===== src/rtl/tx_framer.sv =====
// tx_framer: parallel word to asynchronous serial frame with optional parity and one or two stop bits.
module tx_framer #(
  parameter  int DATA_W    = 8,
  parameter  int LSB_FIRST = 0,
  localparam int FRAME_W   = DATA_W + 4
) (
  input  logic               i_Pclk,
  input  logic               i_Rst,
  input  logic               i_Tick,
  input  logic [2:0]         i_Parity,
  input  logic               i_Stop2,
  input  logic               i_Valid,
  input  logic [DATA_W-1:0]  i_Data,
  output logic               o_Ready,
  output logic               o_Tx,
  output logic               o_Busy,
  output logic [FRAME_W-1:0] o_Frame,
  output logic               o_Done
);

  localparam int CNT_W = $clog2(DATA_W);
  localparam logic [CNT_W-1:0] LAST_BIT = CNT_W'(DATA_W - 1);

  typedef enum logic [2:0] {
    IDLE   = 3'd0,
    SYNC   = 3'd1,
    START  = 3'd2,
    DATA   = 3'd3,
    PARITY = 3'd4,
    STOP1  = 3'd5,
    STOP2  = 3'd6
  } state_t;

  state_t              state_r, state_nxt;
  logic [CNT_W-1:0]    cnt_r, cnt_nxt;
  logic [DATA_W-1:0]   sh_r, sh_nxt;
  logic [DATA_W-1:0]   ord_data;
  logic [FRAME_W-1:0]  frame_r;
  logic                tx_r, tx_nxt;
  logic                done_r, done_nxt;
  logic                busy_r, ready_r;
  logic                par_en_r, stop2_r;
  logic                cap_par, cap_par_en;
  logic                accept;

  assign accept = i_Valid & ready_r;

  // Data word rearranged into transmit order; this is both the frame field and the shift source.
  always_comb begin
    if (LSB_FIRST != 0) begin
      ord_data = {<<{i_Data}};
    end else begin
      ord_data = i_Data;
    end
  end

  // Parity slot value and enable from the offered word; an unused slot reads 1.
  always_comb begin
    cap_par    = 1'b1;
    cap_par_en = 1'b0;
    case (i_Parity)
      3'b001:  begin cap_par = ^i_Data;  cap_par_en = 1'b1; end
      3'b010:  begin cap_par = ~^i_Data; cap_par_en = 1'b1; end
      3'b011:  begin cap_par = 1'b1;     cap_par_en = 1'b1; end
      3'b100:  begin cap_par = 1'b0;     cap_par_en = 1'b1; end
      default: begin cap_par = 1'b1;     cap_par_en = 1'b0; end
    endcase
  end

  // Next state and next line value; the line register only moves on ticks.
  always_comb begin
    state_nxt = state_r;
    cnt_nxt   = cnt_r;
    sh_nxt    = sh_r;
    tx_nxt    = tx_r;
    done_nxt  = 1'b0;
    case (state_r)
      IDLE: begin
        tx_nxt  = 1'b1;
        cnt_nxt = '0;
        if (accept) begin
          state_nxt = SYNC;
          sh_nxt    = ord_data;
        end
      end
      SYNC: begin
        tx_nxt = 1'b1;
        if (i_Tick) begin
          state_nxt = START;
          tx_nxt    = 1'b0;
        end
      end
      START: begin
        if (i_Tick) begin
          state_nxt = DATA;
          cnt_nxt   = '0;
          tx_nxt    = sh_r[DATA_W-1];
          sh_nxt    = {sh_r[DATA_W-2:0], 1'b0};
        end
      end
      DATA: begin
        if (i_Tick) begin
          if (cnt_r == LAST_BIT) begin
            if (par_en_r) begin
              state_nxt = PARITY;
              tx_nxt    = frame_r[2];
            end else begin
              state_nxt = STOP1;
              tx_nxt    = 1'b1;
            end
          end else begin
            cnt_nxt = cnt_r + CNT_W'(1);
            tx_nxt  = sh_r[DATA_W-1];
            sh_nxt  = {sh_r[DATA_W-2:0], 1'b0};
          end
        end
      end
      PARITY: begin
        if (i_Tick) begin
          state_nxt = STOP1;
          tx_nxt    = 1'b1;
        end
      end
      STOP1: begin
        tx_nxt = 1'b1;
        if (i_Tick) begin
          if (stop2_r) begin
            state_nxt = STOP2;
          end else begin
            state_nxt = IDLE;
            done_nxt  = 1'b1;
          end
        end
      end
      STOP2: begin
        tx_nxt = 1'b1;
        if (i_Tick) begin
          state_nxt = IDLE;
          done_nxt  = 1'b1;
        end
      end
      default: begin
        state_nxt = IDLE;
        cnt_nxt   = '0;
        tx_nxt    = 1'b1;
      end
    endcase
  end

  // State, line and handshake registers; ready needs a full IDLE cycle, so it lags Done and reset release by one clock.
  always_ff @(posedge i_Pclk or posedge i_Rst) begin
    if (i_Rst) begin
      state_r  <= IDLE;
      cnt_r    <= '0;
      sh_r     <= '0;
      tx_r     <= 1'b1;
      done_r   <= 1'b0;
      busy_r   <= 1'b0;
      ready_r  <= 1'b0;
      frame_r  <= '1;
      par_en_r <= 1'b0;
      stop2_r  <= 1'b0;
    end else begin
      state_r <= state_nxt;
      cnt_r   <= cnt_nxt;
      sh_r    <= sh_nxt;
      tx_r    <= tx_nxt;
      done_r  <= done_nxt;
      busy_r  <= (state_nxt != IDLE);
      ready_r <= (state_r == IDLE) && (state_nxt == IDLE);
      if (accept) begin
        frame_r  <= {1'b0, ord_data, cap_par, 1'b1, 1'b1};
        par_en_r <= cap_par_en;
        stop2_r  <= i_Stop2;
      end
    end
  end

  assign o_Ready = ready_r;
  assign o_Tx    = tx_r;
  assign o_Busy  = busy_r;
  assign o_Frame = frame_r;
  assign o_Done  = done_r;

endmodule


===== config.mk =====
export PLATFORM = sky130hd
export DESIGN_NAME = tx_framer
export DESIGN_NICKNAME = d
export VERILOG_FILES = /design/src/rtl/tx_framer.sv
export SDC_FILE = /design/constraint.sdc
export NUM_CORES = 1
export LEC_CHECK = 0
export CORE_MARGIN = 10
export CORE_UTILIZATION = 46
export DETAILED_ROUTE_END_ITERATION = 6
export GPL_ROUTABILITY_DRIVEN = 0
export PLACE_DENSITY = 0.75
export SLEW_MARGIN = 10
export SYNTH_ARGS = -nofsm -noshare
export SYNTH_HDL_FRONTEND = slang
export SYNTH_SLANG_ARGS = --single-unit

===== constraint.sdc =====
create_clock -name i_Pclk -period 1.47 [get_ports i_Pclk]
set_input_delay 0.294 -clock i_Pclk [delete_from_list [all_inputs] [get_ports i_Pclk]]
set_output_delay 0.294 -clock i_Pclk [all_outputs]
set_load 0.01 [all_outputs]

# After elaboration in Yosys (flattened, before gate mapping)
# Index checks and enable logic that the tools add are counted.
dict set report classes {
  add_sub_neg 1
  mul 0
  n_div 0
  n_lt_le_gt_ge 0
  n_eq_ne 16
  shifts 0
  n_mux 33
  bitwise_logic 2
  reduce_logical 12
}
# cell count
set ops {}
lappend ops {{$mux 3} 12}
lappend ops {{$mux 8} 4}
lappend ops {{$pmux 8 s3} 1}
lappend ops {{$pmux 3 s7} 1}
lappend ops {{$eq 3x3->1 const B} 5}
lappend ops {{$eq 3x2->1 const B} 4}
lappend ops {{$mux 1} 11}
lappend ops {{$ne 2x2->1 const B} 5}
lappend ops {{$pmux 3 s3} 1}
lappend ops {{$reduce_or 4->1} 2}
lappend ops {{$reduce_xnor 8->1} 1}
lappend ops {{$reduce_xor 8->1} 1}
lappend ops {{$eq 3x1->1 const B} 2}
lappend ops {{$logic_not 3->1} 2}
lappend ops {{$reduce_bool 3->1} 2}
lappend ops {{$reduce_and 5->1} 1}
lappend ops {{$pmux 1 s4} 1}
lappend ops {{$reduce_and 4->1} 1}
lappend ops {{$add 3x1->3 const B} 1}
lappend ops {{$pmux 1 s3} 1}
lappend ops {{$reduce_and 3->1} 1}
lappend ops {{$pmux 1 s2} 1}
lappend ops {{$and 1x1->1} 1}
lappend ops {{$logic_and 1x1->1} 1}
lappend ops {{$not 1->1} 1}
dict set report totals {
  regBits 30
  latch_bits 0
  ramBits 0
  romBits 0
  input_bits 16
  output_inout_bits 16
  wordCells 74
  mem_count 0
}

# Depth between registers and ports, before layout
dict set report depth {
  depth_word 6
  depth_mapped 8
}

# Least setup slack after synthesis
# OpenSTA, ideal clock, no wires.
dict set report synth_path {
  kind {flip-flop to flip-flop}
  from {register cnt_r[0]}
  to {register sh_r[7]}
  setup_time_ps 73
  arrival_ps 1511
  setup_slack_ps -114
  path_stages_with_launch 9
  cell_sequence {dfrtp_1 > ha_1 > ha_1 > inv_1 > a21boi_1 > nor3_4 > buf_6 > nor2_1 > a21oi_2}
}
dict set report synth_via {
  elab_chain_cells 3
}
# item line_no
set synth_rtl {}
lappend synth_rtl {{from (decl)} 35} ;# logic [CNT_W-1:0] cnt_r, cnt_nxt;
lappend synth_rtl {{from (signal assigned)} 165} ;# cnt_r <= cnt_nxt;
lappend synth_rtl {{$eq 3x3->1} 103} ;# if (cnt_r == LAST_BIT) begin
lappend synth_rtl {{$ne 2x2->1 (no source line)} --}
lappend synth_rtl {{$reduce_and 5->1 (no source line)} --}
lappend synth_rtl {{to (signal assigned)} 166} ;# sh_r <= sh_nxt;
lappend synth_rtl {{to (decl)} 36} ;# logic [DATA_W-1:0] sh_r, sh_nxt;
# Every way passes these cells.
# A chain may end at the register's enable or synchronous reset.

# Final worst setup path
dict set report layout_path {
  from {register cnt_r[1]}
  to {register busy_r, in the netlist o_Busy}
}
dict set report layout_via {
  elab_chain_cells 5
}
# item line_no
set layout_rtl {}
lappend layout_rtl {{$eq 3x3->1} 103}
lappend layout_rtl {{$mux 3} 103}
lappend layout_rtl {{$mux 3} 102} ;# if (i_Tick) begin
lappend layout_rtl {{$pmux 3 s7} 77} ;# case (state_r)
lappend layout_rtl {{net state_nxt[0]} 34} ;# state_t state_r, state_nxt;
lappend layout_rtl {{$reduce_bool 3->1} 169} ;# busy_r <= (state_nxt != IDLE);
lappend layout_rtl {{to (signal assigned)} 169}
lappend layout_rtl {{to (decl)} 41} ;# logic busy_r, ready_r;
# The timed path passes the listed nets, and every way through them passes these cells.

==> impl_metrics.tcl <==
set metrics [dict create \
    status "finished with violations" \
    violations "negative setup slack" \
    grt_first_pass_wirelength_um 6890 \
    place_hpwl_um 2900 \
    clockRootBuffer "clkbuf_4" \
    numCtsBuffers 5 \
    rsz0062_at_grt "true" \
    dp.cells 242 \
    maxCapViolCount 0 \
    path_class "reg2reg" \
    max-clock-path-buffers 2 \
    routed_wl_um 3910 \
    num_antenna_cells 0 \
    ant_nets 0 \
    vias 1308 \
    period_minus_slack_ns 1.57 \
    async_reset_ff_share_pct 100 \
    synth-seq-area-share_pct 48.6 \
    clock-skew-final_ns 0.00804 \
    netlist_top_cells_area "dfrtp_1 (30%), dfstp_2 (18%), mux2_2 (6.4%)" \
    die_h_um 78.5 \
    track_usage_pct 13.7 \
    p_total_mw 3.78 \
    syn-mean-instance-area_um2 10.6 \
    grtUsageMet2_pct 25.1 \
    utilization_pct 68.1 \
    hold_buffers 0 \
    arrival_ns 1.77 \
    post-route-period-util_pct 107 \
    ys_dominant_reg_cell "dfrtp_1" \
    core_um2 3310 \
    drt_iter0_markers 86 \
    leakagePower_nw 0.996 \
    gr-usage-met3_pct 3.87 \
    clock_latency_ns 0.32 \
    die_w_um 78.5 \
    yosys.area.top_type "dfrtp_1" \
    clkSinkCount 30 \
    ir_drop_uv 905 \
    critPathCaptureType "flip-flop" \
    multi_input_area_um2 840 \
    ff_latch_area_um2 766 \
    drive_above_1_share_pct 38.9 \
    die_area_um2 6160 \
    htreeDepth 2 \
    grt_start_max_net_pins 31 \
    use_met1_pct 14.6 \
    grt_pass1_vias 1467 \
    synth-edff-count 0 \
    yosysTopAreaCellShare_pct 30.2 \
    synthMostInstantiatedCell "dfrtp_1" \
    ys_seq_elements 30 \
    nNetsFinal 226 \
    routedWlPerCell_um 15.4 \
    synthCells 149 \
    pre_cts_ws_ns -0.437 \
    hold_class "in2async" \
    ys_types 42 \
    dr.pass1.iters 4 \
    max_freq_ghz 0.638 \
    power_density_nw_per_um2 1680 \
    maxSlewViolCount 0 \
    grt-ovfl-total 0 \
    setup-violations-final 11 \
    grt_antenna_before_repair 0 \
    hold_viol_final 0 \
    core.rowCount 21 \
    vias_per_cell 5.15 \
    placed_area_um2 2100 \
    crit_required_ns 1.67 \
    top_usage_layer "met2" \
    port_buffers 29 \
    cts_tree "done" \
    fin_setup_tns_ns -0.295 \
    synth.yosys.warnings 0 \
    drc 0 \
    setup_ws_ns -0.0978 \
    synth_common_cells "dfrtp_1 (19), nor2_1 (16), a21oi_1 (14), dfstp_2 (11)" \
    layout.cells.non_filler 254 \
    start_util_pct 47.5 \
    critPathLaunchType "flip-flop" \
    fin_hold_ws_ns 0.301 \
    n_fill_cell 281 \
    final_area_um2 2260 \
    io-pin-count 32 \
    path_max_fanout 3 \
    area_growth_pct 43.3 \
    clkTransAtPathRegs_ns 0.09 \
    synth_area_um2 1570 \
]
final timing paths:
check	to	start	depth (start not counted)	slack (ns)
worst min-delay path	cnt_r[0]	i_Rst	3	0.30
worst min register to register	o_Frame[11]	o_Frame[11]	1	0.49
max in group asynchronous	o_Frame[5]	i_Rst	3	0.92
min in group i_Pclk	o_Frame[11]	o_Frame[11]	1	0.49
worst max register to register	o_Busy	cnt_r[1]	7	-0.1
worst max-delay path	o_Busy	cnt_r[1]	7	-0.1
cell families after synthesis:
| group | count (synthesis) | share of synthesized area [%] |
|---|---|---|
| compound gates | 34 | 13.7 |
| fa+ha+maj | 3 | 2.38 |
| xor+xnor | 8 | 4.45 |
| other cells | 1 | 0.238 |
| flops | 30 | 48.6 |
| simple gates | 40 | 13.0 |
| mux | 19 | 12.9 |
| buf+inv | 14 | 4.77 |
placed cells by master (no fill, tap or decap), types with 3 or more instances in the layout:
cell type / Yosys / layout
nor2_4: 1 / 3
clkdlybuf4s15_1: 0 / 3
dlygate4sd2_1: 0 / 12
inv_1: 5 / 4
buf_4: 3 / 26
o21ai_1: 5 / 4
clkbuf_4: 0 / 5
mux2_2: 9 / 9
a21oi_2: 2 / 8
ha_4: 0 / 3
xnor2_1: 6 / 6
a21oi_1: 14 / 8
clkbuf_1: 0 / 3
nand2b_1: 4 / 4
clkdlybuf4s50_1: 0 / 14
mux2i_1: 9 / 9
nand2_1: 7 / 7
dfrtp_1: 19 / 18
nor2_1: 16 / 14
dfstp_2: 11 / 11
state kept, by name, summed over array words and instances, names as in the netlist, 3 cells and up:
signal   cells
o_Frame     10
sh_r         8
cnt_r        3
state_r      3
critical path, cell delays in order, from the launching register on:
cell and delay (ns):
dfrtp_1 0.40, ha_4 0.18, ha_4 0.14, nand2_1 0.05
nand2_1 0.06, nand2_1 0.05, a32o_2 0.26, or3_1 0.31
cell type report:
cell class                 count  share of cell area [%]
clock buffer                   8                    2.16
inverter                       6                   0.998
multi-input combinational    106                    37.2
sequential                    30                    33.9
tap                           46                    2.55
timing repair buffer          58                    23.1
layer usage:
metal | vias to the layer above | wire [um] | share of wire, %
met4 | 0 | 57 | 1.5
met3 | 7 | 214 | 5.5
met1 | 634 | 1540 | 39
met2 | 31 | 2100 | 54
met5 | - | 0 | 0
li1 | 636 | - | -
power by group:
group | switching, mW | leakage, nW | internal (mW)
registers | 0.254 | 0.338 | 1.25
logic | 0.853 | 0.632 | 0.969
clock network | 0.268 | 0.0265 | 0.190
total | 1.38 | 0.996 | 2.41
repair_timing:
action	CTS	global route
gates resized for setup	34	9
setup endpoints to repair	28	17
pin swaps	5	8
gates cloned	1	0
setup buffers	2	2
No activity file was read; power rests on OpenSTA's default activity.
